### src/rtl/ysyx22041405_pipe_pkg.sv
// Shared definitions for the handshaked pipeline-stage registers:
// stage occupancy state and the per-stage message widths.
package ysyx22041405_pipe_pkg;

    typedef enum logic [1:0] {
        ST_EMPTY = 2'd0,
        ST_FULL  = 2'd1,
        ST_SKID  = 2'd2
    } stage_state_e;

    localparam int unsigned PC_W    = 32;
    localparam int unsigned INST_W  = 32;
    localparam int unsigned XLEN    = 64;

    // IF/ID carries {pc, inst}
    localparam int unsigned IF_ID_W  = PC_W + INST_W;
    // ID/EX carries {pc, inst, rs1 value, rs2 value, imm}
    localparam int unsigned ID_EX_W  = PC_W + INST_W + 3 * XLEN;
    // EX/MEM carries {pc, inst, alu result, store data}
    localparam int unsigned EX_MEM_W = PC_W + INST_W + 2 * XLEN;
    // MEM/WB carries {pc, inst, writeback value}
    localparam int unsigned MEM_WB_W = PC_W + INST_W + XLEN;

    localparam int unsigned STALL_CNT_W = 16;

endpackage

### src/rtl/ysyx22041405_sat_counter.sv
// Saturating up-counter: increments on en_i, sticks at all-ones,
// cleared only by the asynchronous active-high reset.
module ysyx22041405_sat_counter #(
    parameter int unsigned W = 16
) (
    input  logic         clk,
    input  logic         rst,
    input  logic         en_i,
    output logic [W-1:0] cnt_o
);

    logic [W-1:0] cnt_q;

    // Count enabled cycles until the maximum value is reached
    always_ff @(posedge clk or posedge rst) begin
        if (rst) begin
            cnt_q <= '0;
        end else if (en_i && (cnt_q != {W{1'b1}})) begin
            cnt_q <= cnt_q + W'(1);
        end
    end

    assign cnt_o = cnt_q;

endmodule

### src/rtl/ysyx22041405_pipe_stage.sv
// Handshaked pipeline-stage register with flush and a saturating stall counter.
// Define YSYX22041405_PIPE_SKID_EN for the two-entry skid version, in which
// in_ready is a register output; otherwise a single entry is held and
// in_ready is derived combinationally from out_ready.
module ysyx22041405_pipe_stage
    import ysyx22041405_pipe_pkg::*;
#(
    parameter int unsigned WIDTH = 64,
    parameter int unsigned CNT_W = 16
) (
    input  logic             clk,
    input  logic             rst,
    input  logic             in_valid,
    output logic             in_ready,
    input  logic [WIDTH-1:0] in_data,
    output logic             out_valid,
    input  logic             out_ready,
    output logic [WIDTH-1:0] out_data,
    input  logic             flush,
    output logic [CNT_W-1:0] stall_cnt
);

    stage_state_e     state_q, state_d;
    logic [WIDTH-1:0] main_q, main_d;
    logic             out_valid_q, out_valid_d;
    logic             in_fire;
    logic             out_fire;

`ifdef YSYX22041405_PIPE_SKID_EN
    logic [WIDTH-1:0] skid_q, skid_d;
    logic             in_ready_q, in_ready_d;

    assign in_ready = in_ready_q;
`else
    // Single entry: free when empty or when the held message leaves this cycle
    assign in_ready = !out_valid_q || out_ready;
`endif

    assign in_fire  = in_valid && in_ready;
    assign out_fire = out_valid_q && out_ready;

    // Next-state and datapath selection; flush overrides every transfer
    always_comb begin
        state_d = state_q;
        main_d  = main_q;
`ifdef YSYX22041405_PIPE_SKID_EN
        skid_d  = skid_q;
`endif

        case (state_q)
            ST_EMPTY: begin
                if (in_fire) begin
                    state_d = ST_FULL;
                    main_d  = in_data;
                end
            end
            ST_FULL: begin
                if (in_fire && out_fire) begin
                    main_d = in_data;
                end else if (in_fire) begin
`ifdef YSYX22041405_PIPE_SKID_EN
                    state_d = ST_SKID;
                    skid_d  = in_data;
`endif
                end else if (out_fire) begin
                    state_d = ST_EMPTY;
                end
            end
`ifdef YSYX22041405_PIPE_SKID_EN
            ST_SKID: begin
                if (out_fire) begin
                    state_d = ST_FULL;
                    main_d  = skid_q;
                end
            end
`endif
            default: begin
                state_d = ST_EMPTY;
            end
        endcase

        // Redirect: drop held and incoming messages, leave data untouched
        if (flush) begin
            state_d = ST_EMPTY;
            main_d  = main_q;
`ifdef YSYX22041405_PIPE_SKID_EN
            skid_d  = skid_q;
`endif
        end

        out_valid_d = (state_d != ST_EMPTY);
`ifdef YSYX22041405_PIPE_SKID_EN
        in_ready_d  = (state_d != ST_SKID);
`endif
    end

    // State, payload and registered handshake outputs
    always_ff @(posedge clk or posedge rst) begin
        if (rst) begin
            state_q     <= ST_EMPTY;
            main_q      <= '0;
            out_valid_q <= 1'b0;
`ifdef YSYX22041405_PIPE_SKID_EN
            skid_q      <= '0;
            in_ready_q  <= 1'b1;
`endif
        end else begin
            state_q     <= state_d;
            main_q      <= main_d;
            out_valid_q <= out_valid_d;
`ifdef YSYX22041405_PIPE_SKID_EN
            skid_q      <= skid_d;
            in_ready_q  <= in_ready_d;
`endif
        end
    end

    assign out_valid = out_valid_q;
    assign out_data  = main_q;

    // Cycles where the consumer holds back a presented message
    ysyx22041405_sat_counter #(
        .W (CNT_W)
    ) u_stall_cnt (
        .clk   (clk),
        .rst   (rst),
        .en_i  (out_valid_q && !out_ready),
        .cnt_o (stall_cnt)
    );

endmodule

### config.mk
export PLATFORM = sky130hd
export DESIGN_NAME = ysyx22041405_pipe_stage
export DESIGN_NICKNAME = d
export VERILOG_FILES = /design/src/rtl/ysyx22041405_pipe_pkg.sv /design/src/rtl/ysyx22041405_sat_counter.sv /design/src/rtl/ysyx22041405_pipe_stage.sv
export SDC_FILE = /design/constraint.sdc
export NUM_CORES = 1
export LEC_CHECK = 0
export CAP_MARGIN = 20
export CORE_MARGIN = 1.5
export CORE_UTILIZATION = 38
export CTS_CLUSTER_DIAMETER = 120
export DETAILED_ROUTE_END_ITERATION = 8
export HOLD_SLACK_MARGIN = 0.12
export PLACE_DENSITY = 0.74
export SETUP_SLACK_MARGIN = 0.1
export SLEW_MARGIN = 20
export SYNTH_ARGS = -nofsm -noshare
export SYNTH_HDL_FRONTEND = slang
export SYNTH_HIERARCHICAL = 1
export SYNTH_SLANG_ARGS = --single-unit
### constraint.sdc
create_clock -name clk -period 2.5 [get_ports clk]
set_clock_uncertainty 0.2 [all_clocks]
set_input_delay 0.75 -clock clk [delete_from_list [all_inputs] [get_ports clk]]
set_output_delay 0.75 -clock clk [all_outputs]
set_load 0.1 [all_outputs]
==> flow_summary.yaml <==
timing:
  fin_ws_ns: 0.2134
  grt_setup_unrepaired: "false"
  hold_viol_final: 0
  setup_viol: 0
  hold_slack_ns: 0.2997
  drv_slew: 0
  period_needed_ns: 2.287
  fmax_mhz: 437.3
  period_share_pct: 91.47
finish:
  area_delta_synth_final_pct: 56.03
  final_common_cell: "dfrtp_1"
  layout.nets: 455
  num_antenna_cells: 0
  layout.cells.non_filler: 497
  final_cell_mix: "dfrtp_1 (81), buf_4 (71), clkdlybuf4s50_1 (67), mux2_2 (59), buf_12 (20)"
  final_util_pct: 60.88
  drive_above_1_share_pct: 45.24
global_routing:
  use_met2_pct: 26.14
  antenna_found_initial: 0
  grt_use_met3_pct: 5.683
  grtUsageMet1_pct: 20.22
  grt_max_degree: 53
  grt_overflow_total: 0
  grt_pass1_vias: 2520
  grt_pass1_wl_um: 12280
  grt.total_usage_pct: 16.27
  grt-busiest-layer: "met2"
critical_path:
  critPathSlowestCell: "dlygate4sd2_1"
  crit_fanout: 3
  path_class: "primary input to primary output"
  crit_start: "out_ready"
  path_cells: "dlygate4sd2_1 > nand2b_4 > buf_12"
  cp.arrival_ns: 1.34
  critPathLaunchType: "primary input"
  required_ns: 1.55
  rr_startpoint: "u_stall_cnt/cnt_o[1]"
  worst_path_largest_cell_delay_ns: 0.26
  crit_path_end_kind: "primary output"
clock_tree:
  cts_root_buffer: "clkbuf_8"
  clock_latency_ns: 0.35
  cts_resized: 1
  cts_tree: "done"
  cts_sinks: 83
  clkTransAtPathRegs_ns: 0.08
  holdBufCountCts: 0
  post_cts_buffers: 0
  htreeDepth: 3
  cts_buffers: 9
  clk_path_buf_depth: 2
routing:
  via_count: 2346
  drt_wl_total_um: 7318
  viasPerCell: 4.720
  dr.pass1.iters: 4
  drc: 0
  drtIter0Drc: 39
  wire_per_inst_um: 14.72
  antenna_left: 0
placed_design:
  placed_cells: 482
  hpwl_um: 5453
  dp_slack_ns: -0.1074
  gp_congestion: 0.7909
  io_buffers: 150
yosys:
  synthesis.nets: 291
  synth_area_um2: 3369
  syn_inst: 221
  yosys.area.top_type_share_pct: 61.64
  yosys.area.top_type: "dfrtp_1"
  syn_avg_cell_area_um2: 15.25
  ys_warn_count: 6
  synthTopCellsByArea: "dfrtp_1 (62%), mux2_2 (20%), xnor2_1 (2.9%), buf_8 (2.7%), mux2_1 (2.3%)"
  ys_seq_area_share_pct: 61.64
  synth.ff_latch_count: 83
  synth.distinct_cells: 28
power:
  powerDensity_nw_per_um2: 1134
  p_leak_uw: 0.002375
  vdd_drop_max_v: 0.0005617
floorplan:
  dieArea_um2: 9441
  row_count: 34
  initial_core_util_pct: 39.02
  fp.coreArea_um2: 8636
  die_height_um: 97.17
  io-pin-count: 151
  fp.dieW_um: 97.17
outcome:
  status: "complete, no violations"
worst_hold_path:
  hold_class: "flop to flop"
  min_from: "out_data[53]"
job:
  max_cap_violations: 0
-- critical path: cells and delay by family --
kind                   cells  cell delay (ns)
buffers and inverters      2             0.43
and+or+nand+nor            1             0.16
-- path summary, 6_finish.rpt --
| kind | endpoint | slack (ns) | depth (start not counted) |
|---|---|---|---|
| min | out_data[53] | 0.30 | 1 |
| max reg2reg | u_stall_cnt/cnt_o[1] | 0.57 | 5 |
| min reg2reg | out_data[53] | 0.30 | 1 |
| min in group asynchronous | u_stall_cnt/cnt_o[10] | 0.55 | 2 |
| max in group asynchronous | u_stall_cnt/cnt_o[12] | 1.12 | 3 |
| max | in_ready | 0.21 | 3 |
-- cells in the mapped netlist (all sizes together) --
cell	instances
and4	4
o211ai	1
and3	5
and2	2
nand2	8
nor4	1
o21ai	1
mux2	66
xnor2	11
nor2	7
inv	3
ha	1
dfrtp	83
mux2i	1
conb	1
nand4	7
buf	6
a21oi	3
o21a	1
nand3	7
nand2b	2
-- layer usage --
layer  part of all wire (%)  wire length (µm)  up-vias
li1                       -                 -     1107
met2                     48              3540       91
met4                    1.2                89        0
met5                      0                 0        -
met3                    7.5               552        8
met1                     43              3135     1140
-- cell type report --
type	instances	area [µm²]
Inverter	3	15.01
Clock inverter	4	75.07
Fill cell	694	3378
Multi-Input combinational cell	129	1199
Sequential cell	83	2079
Tap cell	108	135.1
Clock buffer	11	141.4
Timing Repair Buffer	159	1613
-- per-stage QoR --
| step | setup TNS, ns | power (µW) | instance area, µm² |
|---|---|---|---|
| floorplan | 0 | 4162 | 3383 |
| global placement | -3.771 | 4928 | 5042 |
| detailed placement | -5.540 | 4967 | 5042 |
| CTS | 0 | 6030 | 5258 |
| global route | 0 | 6178 | 5258 |
| finish | 0 | 5960 | 5258 |
-- registers in the layout (all words and copies together) (netlist names) --
| name | count |
|---|---|
| out_data | 64 |
| u_stall_cnt/cnt_o | 16 |
| state_q | 2 |
| out_valid | 1 |
-- cells by family (layout without fill, tap and decap cells) --
kind of cell               after synthesis  in the layout  synth area share [%]
AOI/OAI and AO/OA                        6              6                 1.448
xor gates and xnor gates                11             11                 2.859
adders and majority gates                1              1                0.3713
buffers and inverters                    9            177                 3.008
DFF                                     83             83                 61.64
muxes                                   67             67                 22.35
other                                    1              1                0.1113
and+or+nand+nor                         43             43                 8.207
-- power breakdown --
group | total (µW) | leakage [µW] | internal [µW] | switching, µW
clock network | 1040 | 0.000102 | 585 | 457
registers | 1810 | 0.00101 | 1620 | 189
logic | 3110 | 0.00126 | 746 | 2360
(Power assumes the default switching activity.)
==> edit, RTL diff (same settings) <==
`WIDTH`: 64 -> 128.
--- a/src/rtl/ysyx22041405_pipe_stage.sv
+++ b/src/rtl/ysyx22041405_pipe_stage.sv
@@ -7,3 +7,3 @@
 #(
-    parameter int unsigned WIDTH = 64,
+    parameter int unsigned WIDTH = 128,
     parameter int unsigned CNT_W = 16
Interface: changed (resized in_data and out_data); port bits go from 151 to 279. The function was not compared with the original's and may differ.
==> edit against the unedited design <==
Sequential share of layout area shrank 2.5 points. Power grew 100%. Final cell count grew 80%. Worst setup slack lost 0.071 ns. Sequential cell count grew 64. Maximum frequency shrank 3.0%. Cell area grew 89%. Synthesized area grew 88%. Count of clock-buffer cells in the layout grew 9. Worst hold slack gained 0.0072 ns. Via count grew 77%. Routed wire length grew 110%. Die area grew 85%. Critical endpoint unchanged.
==> edit: results (changes against the unedited design) <==
WL met1=6187 um (+97%); register area share after synthesis=58.13% (-3.5 points); routed wl met3=997 um (+81%); Tot GR Track Use=18.50% (+2.2 points); wire per inst=17.48 um (+19%); syn_nets=491 (+69%); flop2flop setup slack=0.45 ns (-0.12 ns); number of global-route vias before repair=4576 (+82%); GPL Wtd Cong=0.8235 (+4.1%); Worst-path clk slew=0.06 ns (-0.02 ns); max reg flops=128 (+100%); depth of the CTS H-tree=4 (+1); fillcell total=1222 (+76%); Worst-Skew Late Latency=0.41 ns (+0.06 ns); Initial DRC Count=115 (+190%); CP max-delay cell=or2b_4; Netlist cell types=31 (+11%); fin nets=799 (+76%); Hold Crit Start=out_data[31]$_DFFE_PP0P_; metal2 WL=8058 um (+130%); r2r endpoint=u_stall_cnt/cnt_o[14]$_DFFE_PP0P_; Arrival @ worst endpoint=1.41 ns (+0.07 ns); leakage power=4.888 nW (+110%); CTS Buf Count=17 (+8); largest net degree at the start of global routing=102 (+92%); status=completed; clk root buf=clkbuf_16; FF-to-FF path depth=7 (+2); synth top area cells=dfrtp_1, mux2_4, buf_12, mux2_2, xnor2_1; detailed-route via count=4147 (+77%); first-pass GRT wire length=25160 um (+110%); post-DP HPWL=11800 um (+120%)
edit: cell count changes after synthesis, sizes merged:
cell    change
mux2       +64
buf         +8
nand2b      -1
dfrtp      +64
or2b        +1
edit: cell families (layout without fill, tap and decap cells):
kind of cell / Yosys count / count (layout) / synth area share [%]
other: 1 / 1 / 0.05926
flip-flops: 147 / 147 / 58.13
multiplexers: 131 / 131 / 30.41
XOR/XNOR: 11 / 11 / 1.522
buffers and inverters: 17 / 338 / 4.468
adder cells (fa/ha/maj): 1 / 1 / 0.1977
AO/OA/AOI/OAI: 6 / 6 / 0.7709
AND/OR/NAND/NOR: 43 / 43 / 4.449
edit: cell type report:
type / count / area [um2] / share of cell area [%]
well taps: 216 / 270.3 / 2.723
clock inverters: 12 / 152.6 / 1.538
inverters: 3 / 17.52 / 0.1765
clock buffers: 20 / 466.7 / 4.702
flip-flops and latches: 147 / 3681 / 37.09
multi-input cells: 193 / 2370 / 23.87
repair buffers: 303 / 2968 / 29.90
edit: how the worst min path moves through the flow:
stage / end / slack, ns / cells past startpoint
after detailed placement: out_data[31]$_DFFE_PP0P_ / 0.29 / 1
after CTS: out_data[31]$_DFFE_PP0P_ / 0.31 / 1
after floorplan: out_valid$_DFF_PP0_ / 0.31 / 2
after global routing: out_data[31]$_DFFE_PP0P_ / 0.32 / 1
after global placement: out_data[31]$_DFFE_PP0P_ / 0.29 / 1
final: out_data[31]$_DFFE_PP0P_ / 0.31 / 1
edit: per-stage QoR:
stage / worst slack [ns] / instances / hold slack (ns) / TNS (ns)
global route: 0.1343 / 894 / 0.3157 / 0
floorplan: -0.2137 / 357 / 0.3100 / -9.721
global placement: -0.2357 / 861 / 0.2917 / -11.87
finish: 0.1421 / 894 / 0.3069 / 0
detailed placement: -0.2561 / 861 / 0.2949 / -16.36
CTS: 0.1004 / 894 / 0.3085 / 0
edit: timing repair:
item / CTS / global route
resized for setup: 1 / 1
setup buffers: 1 / 0
setup endpoints to repair: 1 / 1
endpoints found under the hold margin: 0 / 0
edit: power breakdown:
part	internal, mW	switching (mW)	total (mW)
clock network	1.65	0.999	2.65
logic	1.63	4.50	6.13
registers	2.91	0.366	3.27
total	6.19	5.87	12.1
edit: layer usage:
layer	up-vias	track usage (%)
li1	1879	-
met1	2076	21.53
met2	165	31.82
met3	27	5.767
met4	0	7.284
met5	-	0
